### src/rtl/game_pkg.sv
// game_pkg: types shared by the turn referee and the light cells.
//  turn_t      - encoding of whose turn it is on the chain's turn[1:0] bus
//  ref_state_t - referee FSM states (exposed on the referee's state output)
//  turn_of()   - turn bus value shown while the referee is in a given state
package game_pkg;

   typedef enum logic [1:0] {
      TURN_NONE  = 2'b00,
      TURN_GREEN = 2'b01,
      TURN_RED   = 2'b10
   } turn_t;

   typedef enum logic [1:0] {
      ST_IDLE,
      ST_RED,
      ST_GREEN,
      ST_CLEAR
   } ref_state_t;

   function automatic turn_t turn_of(input ref_state_t s);
      case (s)
         ST_RED:   return TURN_RED;
         ST_GREEN: return TURN_GREEN;
         default:  return TURN_NONE;
      endcase
   endfunction

endpackage

### src/rtl/turn_referee_key_edge_sync.sv
// key_edge_sync: brings one raw asynchronous key into the clock domain and
// turns it into a single-cycle press strobe on its rising edge.
//  clock  in   system clock
//  reset  in   synchronous, active-low reset
//  raw    in   raw key level, asynchronous, active-high
//  press  out  high for one cycle per key press (held key -> one press)
// A raw high first sampled at edge N shows as press in the cycle after N+1.
module key_edge_sync (
   input  logic clock,
   input  logic reset,
   input  logic raw,
   output logic press
);

   logic sync1;
   logic sync2;
   logic prev;

   always_ff @(posedge clock) begin
      if (!reset) begin
         sync1 <= 1'b0;
         sync2 <= 1'b0;
         prev  <= 1'b0;
      end else begin
         sync1 <= raw;
         sync2 <= sync1;
         prev  <= sync2;
      end
   end

   assign press = sync2 & ~prev;

endmodule

### src/rtl/turn_referee.sv
// turn_referee: source side of the light-chain control interface.
// Conditions the three player keys, alternates red/green turns with a
// per-turn timeout and drives the chain's turn bus, clear (RK) and advance (LK).
//  clock       in   system clock, rising edge
//  reset       in   synchronous, active-low reset
//  key_red     in   raw red-player key
//  key_green   in   raw green-player key
//  key_clear   in   raw clear/start key
//  turn        out  10 red turn, 01 green turn, 00 none
//  RK          out  one-cycle clear pulse
//  LK          out  one-cycle advance pulse (one per accepted move)
//  foul        out  one-cycle pulse when the off-turn player presses
//  move_count  out  accepted moves since the last clear, saturating
//  state       out  current referee state, for observation
// Chain handshake: RK and LK are single-cycle strobes with no back-pressure;
// every light cell must act on each cycle either one is high. turn is a level.
module turn_referee
   import game_pkg::*;
#(
   parameter int unsigned TURN_TIMEOUT = 50_000_000,
   parameter int unsigned CNT_W        = 8
) (
   input  logic             clock,
   input  logic             reset,
   input  logic             key_red,
   input  logic             key_green,
   input  logic             key_clear,
   output logic [1:0]       turn,
   output logic             RK,
   output logic             LK,
   output logic             foul,
   output logic [CNT_W-1:0] move_count,
   output ref_state_t       state
);

   localparam int unsigned TIMER_W = (TURN_TIMEOUT > 2) ? $clog2(TURN_TIMEOUT) : 1;
   localparam logic [TIMER_W-1:0] TIMER_LAST = TIMER_W'(TURN_TIMEOUT - 1);
   localparam logic [CNT_W-1:0]   CNT_MAX    = '1;

   logic red_p;
   logic green_p;
   logic clear_p;

   key_edge_sync u_sync_red   (.clock(clock), .reset(reset), .raw(key_red),   .press(red_p));
   key_edge_sync u_sync_green (.clock(clock), .reset(reset), .raw(key_green), .press(green_p));
   key_edge_sync u_sync_clear (.clock(clock), .reset(reset), .raw(key_clear), .press(clear_p));

   ref_state_t         state_q, state_nxt;
   logic [TIMER_W-1:0] timer_q, timer_nxt;
   logic [CNT_W-1:0]   count_q, count_nxt;
   logic               lk_nxt, rk_nxt, foul_nxt;
   turn_t              turn_q;

   // Move handling is shared by both colours: "own" is the player whose turn
   // it is, "other" is the opponent.
   logic own_p;
   logic other_p;

   always_comb begin
      own_p   = (state_q == ST_GREEN) ? green_p : red_p;
      other_p = (state_q == ST_GREEN) ? red_p   : green_p;

      state_nxt = state_q;
      timer_nxt = timer_q;
      count_nxt = count_q;
      lk_nxt    = 1'b0;
      rk_nxt    = 1'b0;
      foul_nxt  = 1'b0;

      // A clear press wins over everything else; while already clearing it is
      // absorbed so a single clear never produces two RK pulses.
      if (clear_p && state_q != ST_CLEAR) begin
         state_nxt = ST_CLEAR;
         rk_nxt    = 1'b1;
         count_nxt = '0;
         timer_nxt = '0;
      end else begin
         case (state_q)
            ST_IDLE: begin
               timer_nxt = '0;
               if (red_p) state_nxt = ST_RED;
            end
            ST_RED, ST_GREEN: begin
               foul_nxt  = other_p;
               timer_nxt = timer_q + 1'b1;
               if (own_p || timer_q == TIMER_LAST) begin
                  state_nxt = (state_q == ST_RED) ? ST_GREEN : ST_RED;
                  timer_nxt = '0;
               end
               if (own_p) begin
                  lk_nxt = 1'b1;
                  if (count_q != CNT_MAX) count_nxt = count_q + 1'b1;
               end
            end
            ST_CLEAR: begin
               state_nxt = ST_IDLE;
               timer_nxt = '0;
            end
            default: state_nxt = ST_IDLE;
         endcase
      end
   end

   always_ff @(posedge clock) begin
      if (!reset) begin
         state_q <= ST_IDLE;
         timer_q <= '0;
         count_q <= '0;
         turn_q  <= TURN_NONE;
         LK      <= 1'b0;
         RK      <= 1'b0;
         foul    <= 1'b0;
      end else begin
         state_q <= state_nxt;
         timer_q <= timer_nxt;
         count_q <= count_nxt;
         turn_q  <= turn_of(state_nxt);
         LK      <= lk_nxt;
         RK      <= rk_nxt;
         foul    <= foul_nxt;
      end
   end

   assign turn       = turn_q;
   assign move_count = count_q;
   assign state      = state_q;

endmodule
### config.mk
export PLATFORM = sky130hd
export DESIGN_NAME = turn_referee
export DESIGN_NICKNAME = d
export VERILOG_FILES = /design/src/rtl/game_pkg.sv /design/src/rtl/turn_referee_key_edge_sync.sv /design/src/rtl/turn_referee.sv
export SDC_FILE = /design/constraint.sdc
export NUM_CORES = 1
export LEC_CHECK = 0
export CAP_MARGIN = 20
export CORE_MARGIN = 2
export CORE_UTILIZATION = 50
export CTS_CLUSTER_DIAMETER = 80
export DETAILED_ROUTE_END_ITERATION = 10
export PLACE_DENSITY = 0.79
export SKIP_LAST_GASP = 1
export SLEW_MARGIN = 20
export SYNTH_ARGS = -nofsm -noshare
export SYNTH_HDL_FRONTEND = slang
export SYNTH_SLANG_ARGS = --single-unit
### constraint.sdc
create_clock -name clock -period 2.6 [get_ports clock]
set_input_delay 0.52 -clock clock [delete_from_list [all_inputs] [get_ports clock]]
set_output_delay 0.52 -clock clock [all_outputs]
set_load 0.02 [all_outputs]
==> reports/metrics.cfg <==
[sta]
finClkSkew_ps=7.702
fin_tns_setup_ps=0
tightest_slew_ps=651.6
worst_slack_ps=454.4
finalSetupViolations=0
timing.fmax_mhz=466.1
rsz0062_at_grt=no
finalCritPeriodShare_pct=82.52
period_minus_slack_ps=2146
slew_viol_final=0
final_hold_viol_count=0
max_slew_margin_pct=56.22

[worst_setup_path]
cp_slowest_cell=dfxtp_1
r2r_slack_ps=450
worstPathMaxFanout=6
worstSetupPathType=flop to flop
crit_chain=inv_1 -> ha_1 -> or3b_1 -> or2_0 -> o32a_1 -> o211ai_1 -> and3_1
cp.arrival_ps=2400
end_kind=flop
startpoint_type=flop
slowest_delay_ps=430
required_ps=2860

[floorplan]
initial_utilization_pct=51.52
die_w_um=70.52
ios=20
rows=24
dieHeight_um=70.52
core_um2=4294
dieArea_um2=4972

[cells_and_area]
area_delta_synth_final_pct=16.80
regArea_um2=1001
multiInputGateArea_um2=1141
num-fill-cells=365
drive_gt1_share_pct=6.792
antenna_cells=0
finalNetCount=275

[power_and_ir_drop]
power.internal_mw=1.204
power_frac_comb_pct=6.1
power_frac_seq_pct=51.6
p_leak_nw=0.8168
clkPwrFrac_pct=42.3
power.switching_mw=0.3194
p_per_area_nw_per_um2=589.8
ir_drop_v=0.0004147
p_sw_share_pct=20.96

[grt]
grt.total_usage_pct=17.03
globalRoute.totalOverflow=0
antenna_found_initial=0
grt_start_max_net_pins=27
grt_pass1_wl_um=6796
grt_pass1_vias=1558

[synthesis]
async_flop_share_pct=0
syn_avg_cell_area_um2=9.141
synth_area_um2=2212
synth_area_leaders=dfxtp_1, xnor2_1, nor2_1
synthDistinctLibCells=44
seq_area_frac_synth_pct=45.25
synth_edf_count=0
yosys_warnings=0
yosysTopAreaCell=dfxtp_1
mappedNetlistNets=253
synth_cells=242
synth-seq-cells=50
synth_flop_cell=dfxtp_1
synth_top_area_share_pct=45.25

[cts]
holdBufCountCts=0
cts_tree=done
post_cts_resized=0
cts_setup_buffers=0
clk_latency_ps=310
cts_made_buffers=5
ctsHtreeMaxLevel=2
cts.clk_slew.worst_paths_ps=90
cts-root-buf=clkbuf_8
cts.sink_count=50
cts_buffer_depth=2

[drt]
vias=1651
drc=0
routed_via_density=5.208
first_pass_iters=6
final_antenna_net_count=0
wl_per_cell_um=12.03
initialDrtViolationCount=47
wirelength_um=3815

[placed_design]
hpwl_um=2676
io_buffers=19
place_ws_ps=478.6
gp_congestion=0.9034

[run]
drv_cap=0

[run_status]
run_status=completed

[hold_path]
hold_class=flop to flop

-- worst paths after layout --
kind | end | start | cells past startpoint
worst min register to register | u_sync_clear.sync2 | u_sync_clear.sync1 | 1
worst max register to register | turn[1] | state[0] | 7
worst max-delay path | turn[1] | state[0] | 7
worst min-delay path | u_sync_clear.sync2 | u_sync_clear.sync1 | 1
-- power by group through the flow --
stage | Sequential, mW | Combinational, mW | Clock, mW
detailed placement | 0.805 | 0.0924 | 0
finish | 0.787 | 0.0923 | 0.645
floorplan | 0.811 | 0.0543 | 0
global route | 0.789 | 0.102 | 0.679
global placement | 0.804 | 0.0906 | 0
CTS | 0.787 | 0.0929 | 0.657
-- sequential cells by signal, summed over array words and instances (netlist names) --
name and count:
turn 2, u_sync_clear.sync2 1, foul 1, u_sync_red.prev 1, timer_q 26, move_count 8, u_sync_green.sync1 1, u_sync_clear.sync1 1
u_sync_red.sync1 1, u_sync_red.sync2 1, state 2, LK 1, u_sync_green.prev 1, RK 1, u_sync_clear.prev 1, u_sync_green.sync2 1
-- synth_stat cells (all sizes together), types with 2 or more instances --
library cell and count:
dfxtp 50, nor2 42, nand2b 2, ha 6, nand3b 2, or3 2
clkbuf 2, nor2b 2, buf 5, nand3 14, nor4 8, nor3b 4
and2 11, and3 4, and4 3, nand4 7, nand2 10, inv 6
nor3 11, o21ai 3, or3b 2, xor2 7, a21oi 3, xnor2 23
-- stage by stage --
| step | power, mW | utilization (%) | hold slack (ps) | instance area [um^2] | instances |
|---|---|---|---|---|---|
| 2_1_floorplan | 0.8652 | - | 411.9 | 2212 | 242 |
| 3_3_place_gp | 0.8946 | 56.96 | 417.0 | 2446 | 309 |
| 3_5_place_dp | 0.8973 | 56.96 | 418.3 | 2446 | 309 |
| 4_1_cts | 1.537 | 60.17 | 442.4 | 2584 | 317 |
| 5_1_grt | 1.571 | 60.17 | 448.6 | 2584 | 317 |
| 6_report | 1.524 | 60.17 | 439.5 | 2584 | 317 |
-- critical path: cells and delay by family, from the launching register on --
family,cells,cell delay [ps]
compound gates,2,420
fa+ha+maj,1,360
buf+inv,1,90
flops,1,430
simple gates,3,790
-- layout by cell type, fill, tap and decap left out, types with 3 or more instances in the layout --
master           instances
ha_1                     6
buf_4                    3
and2_1                  11
nor2_1                  42
a21oi_1                  3
nand4_1                  7
nor3b_1                  3
and3_1                   4
xor2_1                   7
inv_1                    6
nor4_1                   6
and4_1                   3
clkdlybuf4s50_1         19
nor3_1                  10
clkbuf_8                 5
nand2_1                 10
dfxtp_1                 50
xnor2_1                 23
nand3_1                 12
-- layer usage --
layer  global-route usage (%)  routed length (um)  vias up
li1                         -                   -      867
met1                    21.46                1863      755
met2                    27.78                1762       23
met3                    4.762                 120        6
met4                    6.410                  68        0
met5                        0                   0        -
-- kinds of logic (layout without fill, tap and decap cells) --
group                      Yosys count  after routing  share of synthesized area [%]
and+or+nand+nor                    129            129                          32.24
xor gates and xnor gates            30             30                          11.88
adders and majority gates            6              6                          3.394
buffers and inverters               14             37                          3.167
DFF                                 50             50                          45.25
AOI/OAI and AO/OA                   13             13                          4.073
-- final cells by class --
type,instances,area share (%)
Clock inverter,3,2.663
Tap cell,52,2.518
Sequential cell,50,38.74
Inverter,7,1.017
Multi-Input combinational cell,178,44.16
Clock buffer,5,2.663
Timing Repair Buffer,22,8.232
Power figures use the tool's default switching activity.
